### src/rtl/cfg_pkg.sv
// Shared types and defaults for the connection-box bitstream loader.
package cfg_pkg;

   localparam int DEF_NUM_SEG  = 4;
   localparam int DEF_SEG_BITS = 80;
   localparam int DEF_TIMEOUT  = 15;

   typedef enum logic [2:0] {
      ST_IDLE,
      ST_FILL,
      ST_STREAM,
      ST_CHECK,
      ST_DONE,
      ST_ERR
   } state_t;

   // Why a load was abandoned; NONE means keep going.
   typedef enum logic [1:0] {
      CAUSE_NONE,
      CAUSE_EARLY_DONE,
      CAUSE_TIMEOUT,
      CAUSE_ORDER
   } err_cause_t;

endpackage

### src/rtl/cfg_piso_stage.sv
// Segment staging register: filled a byte at a time, drained MSB-first.
module cfg_piso_stage
   import cfg_pkg::*;
#(
   parameter int SEG_BITS = DEF_SEG_BITS
) (
   input  logic       i_clk,
   input  logic       i_reset_n,
   input  logic       i_load,
   input  logic [7:0] i_byte,
   input  logic       i_shift,
   output logic       o_msb
);

   logic [SEG_BITS-1:0] r_sreg;

   // Bytes enter at the LSB end so the first byte of a segment sits in the MSB once full.
   always_ff @(posedge i_clk or negedge i_reset_n) begin
      if (!i_reset_n)
         r_sreg <= '0;
      else if (i_load)
         r_sreg <= {r_sreg[SEG_BITS-9:0], i_byte};
      else if (i_shift)
         r_sreg <= {r_sreg[SEG_BITS-2:0], 1'b0};
   end

   assign o_msb = r_sreg[SEG_BITS-1];

endmodule

### src/rtl/cfg_bitstream_loader.sv
// Buffers one segment of bytes, streams it serially to the CB chain and checks each done return.
module cfg_bitstream_loader
   import cfg_pkg::*;
#(
   parameter int NUM_SEG  = DEF_NUM_SEG,
   parameter int SEG_BITS = DEF_SEG_BITS,
   parameter int TIMEOUT  = DEF_TIMEOUT
) (
   input  logic               i_clk,
   input  logic               i_reset_n,
   input  logic               i_start,
   input  logic [7:0]         i_byte_in,
   input  logic               i_byte_valid,
   output logic               o_byte_ready,
   output logic               o_bit_out,
   output logic               o_prgm_b,
   output logic               o_cb_prgm_b,
   output logic               o_chain_in,
   input  logic [NUM_SEG-1:0] i_seg_done,
   output logic               o_busy,
   output logic               o_done,
   output logic               o_error
);

   localparam int NBYTES = SEG_BITS / 8;
   localparam int BIT_W  = $clog2(SEG_BITS + 1);
   localparam int BYTE_W = $clog2(NBYTES + 1);
   localparam int TMO_W  = $clog2(TIMEOUT + 1);
   localparam int IDX_W  = (NUM_SEG > 1) ? $clog2(NUM_SEG) : 1;

   state_t             r_state, w_nstate;
   err_cause_t         w_cause;
   logic [BIT_W-1:0]   r_bit_cnt;
   logic [BYTE_W-1:0]  r_byte_cnt;
   logic [TMO_W-1:0]   r_tmo_cnt;
   logic [IDX_W-1:0]   r_seg_idx;
   logic               r_byte_ready, r_prgm_b, r_cb_prgm_b, r_chain_in;
   logic               r_busy, r_done, r_error;
   logic               w_accept, w_shift, w_cur_done, w_hi_done, w_prog, w_msb;

   assign w_accept   = r_byte_ready & i_byte_valid;
   assign w_shift    = (r_state == ST_STREAM);
   assign w_cur_done = i_seg_done[r_seg_idx];
   assign w_prog     = (w_nstate == ST_FILL) || (w_nstate == ST_STREAM) || (w_nstate == ST_CHECK);

   // Any segment further down the chain than the current one reporting done is a sequencing fault.
   always_comb begin
      w_hi_done = 1'b0;
      for (int i = 0; i < NUM_SEG; i++)
         if (i > int'(r_seg_idx)) w_hi_done = w_hi_done | i_seg_done[i];
   end

   cfg_piso_stage #(.SEG_BITS(SEG_BITS)) u_piso (
      .i_clk     (i_clk),
      .i_reset_n (i_reset_n),
      .i_load    (w_accept),
      .i_byte    (i_byte_in),
      .i_shift   (w_shift),
      .o_msb     (w_msb)
   );

   // State register.
   always_ff @(posedge i_clk or negedge i_reset_n) begin
      if (!i_reset_n) r_state <= ST_IDLE;
      else            r_state <= w_nstate;
   end

   // Next-state logic; every fault funnels through w_cause into ERR.
   always_comb begin
      w_nstate = r_state;
      w_cause  = CAUSE_NONE;
      case (r_state)
         ST_IDLE, ST_DONE, ST_ERR:
            if (i_start) w_nstate = ST_FILL;
         ST_FILL:
            if (w_accept && r_byte_cnt == BYTE_W'(NBYTES - 1)) w_nstate = ST_STREAM;
         ST_STREAM:
            if (w_cur_done)                                w_cause  = CAUSE_EARLY_DONE;
            else if (r_bit_cnt == BIT_W'(SEG_BITS - 1))    w_nstate = ST_CHECK;
         ST_CHECK:
            if (w_hi_done)                                 w_cause  = CAUSE_ORDER;
            else if (w_cur_done)
               w_nstate = (r_seg_idx == IDX_W'(NUM_SEG - 1)) ? ST_DONE : ST_FILL;
            else if (r_tmo_cnt == TMO_W'(TIMEOUT - 1))     w_cause  = CAUSE_TIMEOUT;
         default:
            w_nstate = ST_IDLE;
      endcase
      if (w_cause != CAUSE_NONE) w_nstate = ST_ERR;
   end

   // Counters restart on every state change, so none of them can wrap.
   always_ff @(posedge i_clk or negedge i_reset_n) begin
      if (!i_reset_n) begin
         r_byte_cnt <= '0;
         r_bit_cnt  <= '0;
         r_tmo_cnt  <= '0;
      end else if (w_nstate != r_state) begin
         r_byte_cnt <= '0;
         r_bit_cnt  <= '0;
         r_tmo_cnt  <= '0;
      end else begin
         if (w_accept)              r_byte_cnt <= r_byte_cnt + BYTE_W'(1);
         if (r_state == ST_STREAM)  r_bit_cnt  <= r_bit_cnt + BIT_W'(1);
         if (r_state == ST_CHECK)   r_tmo_cnt  <= r_tmo_cnt + TMO_W'(1);
      end
   end

   // Segment index: rewound on a new start, advanced when a segment checks out.
   always_ff @(posedge i_clk or negedge i_reset_n) begin
      if (!i_reset_n)
         r_seg_idx <= '0;
      else if (r_state != ST_FILL && r_state != ST_STREAM && r_state != ST_CHECK && i_start)
         r_seg_idx <= '0;
      else if (r_state == ST_CHECK && w_nstate == ST_FILL)
         r_seg_idx <= r_seg_idx + IDX_W'(1);
   end

   // Outputs are registered from the next state so they line up with the state they describe.
   always_ff @(posedge i_clk or negedge i_reset_n) begin
      if (!i_reset_n) begin
         r_byte_ready <= 1'b0;
         r_prgm_b     <= 1'b1;
         r_cb_prgm_b  <= 1'b0;
         r_chain_in   <= 1'b0;
         r_busy       <= 1'b0;
         r_done       <= 1'b0;
         r_error      <= 1'b0;
      end else begin
         r_byte_ready <= (w_nstate == ST_FILL);
         r_prgm_b     <= !w_prog;
         r_cb_prgm_b  <= (w_nstate == ST_STREAM);
         r_chain_in   <= w_prog;
         r_busy       <= w_prog;
         r_done       <= (w_nstate == ST_DONE);
         r_error      <= (w_nstate == ST_ERR);
      end
   end

   assign o_byte_ready = r_byte_ready;
   assign o_bit_out    = w_msb;
   assign o_prgm_b     = r_prgm_b;
   assign o_cb_prgm_b  = r_cb_prgm_b;
   assign o_chain_in   = r_chain_in;
   assign o_busy       = r_busy;
   assign o_done       = r_done;
   assign o_error      = r_error;

endmodule

### config.mk
export PLATFORM = sky130hd
export DESIGN_NAME = cfg_bitstream_loader
export DESIGN_NICKNAME = d
export VERILOG_FILES = /design/src/rtl/cfg_pkg.sv /design/src/rtl/cfg_piso_stage.sv /design/src/rtl/cfg_bitstream_loader.sv
export SDC_FILE = /design/constraint.sdc
export NUM_CORES = 1
export LEC_CHECK = 0
export BUFFER_PORTS_ARGS = -buffer_cell sky130_fd_sc_hd__buf_2
export CORE_MARGIN = 8
export CORE_UTILIZATION = 25
export CTS_BUF_LIST = sky130_fd_sc_hd__clkbuf_8
export DETAILED_ROUTE_END_ITERATION = 6
export GPL_TIMING_DRIVEN = 0
export PLACE_DENSITY = 0.42
export SLEW_MARGIN = 5
export SYNTH_ARGS = -nofsm -noshare
export SYNTH_HDL_FRONTEND = slang
export SYNTH_HIERARCHICAL = 1
export SYNTH_SLANG_ARGS = --single-unit
### constraint.sdc
create_clock -name i_clk -period 2.2 [get_ports i_clk]
set_input_delay 0.11 -clock i_clk [delete_from_list [all_inputs] [get_ports i_clk]]
set_output_delay 0.11 -clock i_clk [all_outputs]
set_load 0.02 [all_outputs]
# Word level (Yosys, flattened, before mapping)
# Cells that the tools add are included.
# classes
n_addsub	4
magnitude_cmp	4
eq_ne	18
muxes	29
n_bitwise	3
reduce_logical	16
# ops
op	count
80-bit two-way mux	2
3-bit two-way mux	8
4-bit two-way mux	4
7-bit two-way mux	2
3-bit by 2-bit == test with 1-bit output, second input constant	4
3-bit == test, second input constant	4
3-bit one-hot mux with 4 select lines	1
2-bit nonzero test	6
2-bit two-way mux	5
4-bit by 1-bit adder with 4-bit output, second input constant	2
4-bit == test, second input constant	2
7-bit by 1-bit adder with 7-bit output, second input constant	1
7-bit == test, second input constant	1
3-bit by 1-bit == test with 1-bit output, second input constant	2
3-bit by 2-bit inequality test with 1-bit output, second input constant	2
1-bit logical AND	5
1-bit two-way mux	5
2-bit > comparator, first input constant	2
2-bit one-hot mux with 2 select lines	1
3-bit zero test	1
2-bit by 3-bit < comparator with 1-bit output, second input constant	1
3-bit by 1-bit inequality test with 1-bit output, second input constant	1
3-bit inequality test	1
3-bit OR reduction	1
8 further kinds	10
# word_totals
regBits	106
out_inout_bits	8
word_cells	86

# Longest topological paths before layout
# logic_depth
depth_word	14
ltp_mapped	8

# Cells and area by module
# Netlist, hierarchy kept.
# by_module_without_submodules
module	instances	cells_each	area_each_um2	seq_area_each_um2
cfg_piso_stage	1	346	3824.9	2001.9
cfg_bitstream_loader	1	144	1442.6	651.9

# Worst setup path before layout
# OpenSTA, ideal clock, no wires.
# synth_timing
kind	flip-flop to flip-flop
from	reg r_seg_idx[0]
to	reg r_bit_cnt[0]
setup_time_ps	86
t_arrival_ps	2140
t_required_ps	2114
setup_slack_ps	-26
path_stages_with_launch	7
path_buffers	1
synth_period_minus_slack_ps	2226
path_cell_list	dfrtp_1 > mux4_2 > or4_1 > o311a_4 > mux2i_4 > buf_6 > nor3_1
# synth_between
elab_chain_cells	12
word_cells_on_any_way	25
cone_classes	order compare: 3; eq/ne: 2; mux: 16; bitwise: 2; reduce/logical: 2
# synth_rtl
item	line	text
start: declaration	cfg_bitstream_loader.sv:36	logic [IDX_W-1:0] r_seg_idx;
start signal: assignment	cfg_bitstream_loader.sv:115	r_seg_idx <= r_seg_idx + IDX_W'(1);
1-bit by 2-bit > comparator with 1-bit output	cfg_bitstream_loader.sv:50	if (i > int'(r_seg_idx)) w_hi_done = w_hi_done | i_seg_done[i];
1-bit two-way mux	cfg_bitstream_loader.sv:50	
1-bit bitwise OR	cfg_bitstream_loader.sv:50	
1-bit two-way mux	cfg_bitstream_loader.sv:50	
1-bit bitwise OR	cfg_bitstream_loader.sv:50	
1-bit two-way mux	cfg_bitstream_loader.sv:50	
2-bit two-way mux	cfg_bitstream_loader.sv:81	if (w_hi_done) w_cause = CAUSE_ORDER;
2-bit one-hot mux with 2 select lines	cfg_bitstream_loader.sv:72	case (r_state)
2-bit nonzero test	cfg_bitstream_loader.sv:88	if (w_cause != CAUSE_NONE) w_nstate = ST_ERR;
3-bit two-way mux *	cfg_bitstream_loader.sv:88	
3-bit inequality test *	cfg_bitstream_loader.sv:97	end else if (w_nstate != r_state) begin
7-bit two-way mux or 2-bit nonzero test (tied branches)	n/a	
end signal: assignment	cfg_bitstream_loader.sv:103	if (r_state == ST_STREAM) r_bit_cnt <= r_bit_cnt + BIT_W'(1);
end: declaration	cfg_bitstream_loader.sv:33	logic [BIT_W-1:0] r_bit_cnt;
# Every way passes the cells marked *; elsewhere a longest branch is shown, timed or not. The select of a mux whose other input is x is not followed.
# A chain may end at the register's enable or synchronous reset.

# Worst setup path in the final report
# layout_timing
from	reg r_state[2]
to	reg r_tmo_cnt[3]
# layout_between
elab_chain_cells	6
word_cells_on_any_way	20
cone_classes	eq/ne: 6; mux: 10; reduce/logical: 4
# layout_rtl
item	line	text
start: declaration	cfg_bitstream_loader.sv:31	state_t r_state, w_nstate;
start signal: assignment	cfg_bitstream_loader.sv:65	else r_state <= w_nstate;
3-bit == test, or another cell as far along	cfg_bitstream_loader.sv:72	
3-bit OR reduction, or another cell as far along	cfg_bitstream_loader.sv:72	
3-bit one-hot mux with 4 select lines or 2-bit nonzero test (tied branches)	cfg_bitstream_loader.sv:72, cfg_bitstream_loader.sv:88	
3-bit two-way mux	cfg_bitstream_loader.sv:88	
3-bit inequality test	cfg_bitstream_loader.sv:97	
4-bit two-way mux or 2-bit nonzero test (tied branches)	n/a	
end signal: assignment	cfg_bitstream_loader.sv:104	if (r_state == ST_CHECK) r_tmo_cnt <= r_tmo_cnt + TMO_W'(1);
end: declaration	cfg_bitstream_loader.sv:35	logic [TMO_W-1:0] r_tmo_cnt;
# Parallel ways exist; a longest one is shown, timed or not.

==> reports/qor.yml <==
setup_path:
  reg2regPathDepth: 6
  crit_type: "flip-flop to flip-flop"
  cp_max_fo: 7
  worstReg2RegStart: "r_state[2]"
  cp_data_required_time_ps: 2460
  cp-end-kind: "flip-flop"
  r2r_setup_slack_ps: -20
  arrival_ps: 2480
  rr_endpoint: "r_tmo_cnt[3]"
  cp-start-kind: "flip-flop"
grt:
  grt_max_degree: 71
  grt-ovfl-total: 0
  met1_usage_pct: 13.2
  top_usage_layer: "met2"
  grt_pass1_vias: 3925
  grt_first_pass_wirelength_um: 20000
  gr-usage-all-layers_pct: 9.24
  met3_usage_pct: 1.88
  met2_usage_pct: 13.9
  antenna_found_initial: 0
outcome:
  violations: "negative setup slack"
  status: "complete, but fails checks"
floorplanning:
  chipWidth_um: 161
  die_h_um: 161
  coreArea_sq_um: 20800
  rows: 53
  io_pins: 24
  die_area_sq_um: 26000
  start_util_pct: 25.3
routing:
  wl_per_cell_um: 13.8
  routed_wl_um: 11500
  drt_iter0_markers: 183
  num_vias: 3689
  drc: 0
  dr.pass1.iters: 4
  routed_via_density: 4.46
  ant_nets: 0
yosys:
  async_flop_share_pct: 100
  ys_types: 43
  synth.top_cell.area_share_pct: 49.9
  yosysSeqAreaShare_pct: 50.4
  synth_largest_area_cell: "dfrtp_1"
  ys_ff_latch: 106
  synth_area_sq_um: 5270
  synthesis.nets: 514
  synthFlopType: "dfrtp_1"
  synth-edff-count: 0
  synthCells: 490
  netlist_top_cells_area: "dfrtp_1 (50%), mux2i_1 (15%), nand2_1 (6.6%)"
  avgSynthCellArea_sq_um: 10.8
  yosys_warnings: 6
sta:
  rsz0062_at_grt: "true"
  skew_ps: 11.5
  relSlewSlack_pct: 53.4
  finalSetupTns_ps: -101
  max_freq_mhz: 451
  drv_slew: 0
  post-route-period-util_pct: 101
  min_period_ps: 2220
  hold_violations: 0
  tightest_slew_ps: 699
  fin_ws_ps: -18.1
  setup_viol: 11
run:
  max-cap-violations: 0
power_and_ir_drop:
  seq_power_share_pct: 45.4
  p_sw_mw: 2.72
  p_per_area_nw_per_um2: 1150
  swShare_pct: 37.4
  p_int_mw: 4.56
  p_comb_share_pct: 35.5
  leakagePower_nw: 2.54
  ir_drop_v: 0.000463
  clock_power_share_pct: 19.2
  power.total_mw: 7.29
clock_network:
  cts_tree: "done"
  clk_latency_ps: 380
  clk_pin_slew_worst_paths_ps: 100
  cts.path.max_buffers: 2
  cts_buffers: 9
  cts_root_buf: "clkbuf_8"
  cts_sinks: 106
  cts_max_level: 3
placement:
  numPortBuffers: 23
  place_hpwl_um: 7800
  place.gp.congestion: 0.763
hold_path:
  min_to: "r_seg_idx[1]"
  min_from: "i_start"
  hold_path.class: "primary input to flip-flop"
  hold_depth: 3
finish:
  synthToLayoutAreaGrowth_pct: 20.0
  fill_cells: 2215
  diodes: 0
  final_nets: 572
  drive_gt1_share_pct: 22.4
per-stage QoR:
step                      cell area [sq um]  worst slack, ps  utilization (%)  hold WS, ps  std cells
after floorplan                        5270             11.9                -         -186        490
after global placement                 5730             -371             27.5          330        788
after detailed placement               5760             -371             27.7         46.8        789
after CTS                              6270            -10.8             30.1         56.8        825
after global routing                   6320            -90.4             30.4         70.7        828
final                                  6320            -18.1             30.4         72.2        828
cell type report:
type / count / area (sq um) / area share, %
clock buffer: 9 / 124 / 1.96
inverter: 6 / 22.5 / 0.356
clock inverter: 7 / 111 / 1.76
buffer: 32 / 318 / 5.03
sequential: 106 / 2660 / 42.0
timing repair buffer: 47 / 368 / 5.82
tap: 275 / 344 / 5.44
multi-input combinational: 346 / 2380 / 37.6
critical path, stage by stage, from the launching register on:
cell     delay [ps]
dfrtp_2         470
or3b_4          440
or4_4           540
o311a_4         160
mux2i_4         280
buf_6           180
nor3_2           50
layer usage:
layer / wire [um] / part of all wire (%)
met2: 5150 / 45
met1: 5970 / 52
met5: 0 / 0
met4: 102 / 0.89
met3: 240 / 2.1
state kept, by name (all words and copies together) (netlist names), 2 cells and up:
register and flops:
r_bit_cnt 7, r_byte_cnt 4, r_seg_idx 2, r_state 3
r_tmo_cnt 4, u_piso/r_sreg 80
cells in the final DEF, fill, tap and decap left out, drive strengths merged, types with 3 or more instances in the layout:
master       count
nand3            5
dlygate4sd3      9
a21oi            4
xor2             6
clkbuf          16
nand2           92
mux2i           81
nor2            15
ha               8
o21ai           84
inv              8
dfrtp          105
nor3            15
xnor2            6
buf             63
nand4            3
or3b             3
kinds of logic after synthesis:
kind of cell | synth area share (%)
AOI/OAI and AO/OA | 11.3
xor gates and xnor gates | 2.00
adders and majority gates | 1.90
buffers and inverters | 6.32
DFF | 50.4
muxes | 16.1
and+or+nand+nor | 12.1
power groups by stage:
stage          Sequential (mW)  Clock, mW  Combinational (mW)
3_3_place_gp              3.33          0                2.17
6_report                  3.31       1.40                2.59
4_1_cts                   3.31       1.46                2.56
3_5_place_dp              3.34          0                2.20
2_1_floorplan             3.17          0                1.68
5_1_grt                   3.42       1.54                2.92
how the worst max path moves through the flow:
stage / end / start / slack (ps)
CTS: r_tmo_cnt[3] / r_state[0] / -10
detailed placement: r_byte_cnt[2] / r_seg_idx[0] / -370
global placement: r_byte_cnt[2] / r_seg_idx[0] / -370
global route: r_tmo_cnt[3] / r_seg_idx[0] / -90
finish: r_tmo_cnt[3] / r_state[2] / -20
floorplan: r_bit_cnt[0] / r_state[0] / 10
synthesized netlist by cell type (all sizes together) (3+ instances only):
library cell / n
a21oi: 4
buf: 25
clkbuf: 7
dfrtp: 105
ha: 8
inv: 6
mux2i: 81
nand2: 92
nand3: 5
nand4: 3
nor2: 15
nor3: 15
o21ai: 84
or3b: 3
xnor2: 6
xor2: 6
repair_timing:
item | in CTS | in global routing
hold buffers | 9 | 0
setup buffers | 10 | 3
resized for setup | 25 | 5
cloned | 1 | 0
setup endpoints to repair | 18 | 17
pin swaps | 12 | 6
hold endpoints to repair | 44 | 0
No activity file was read; power rests on OpenSTA's default activity.
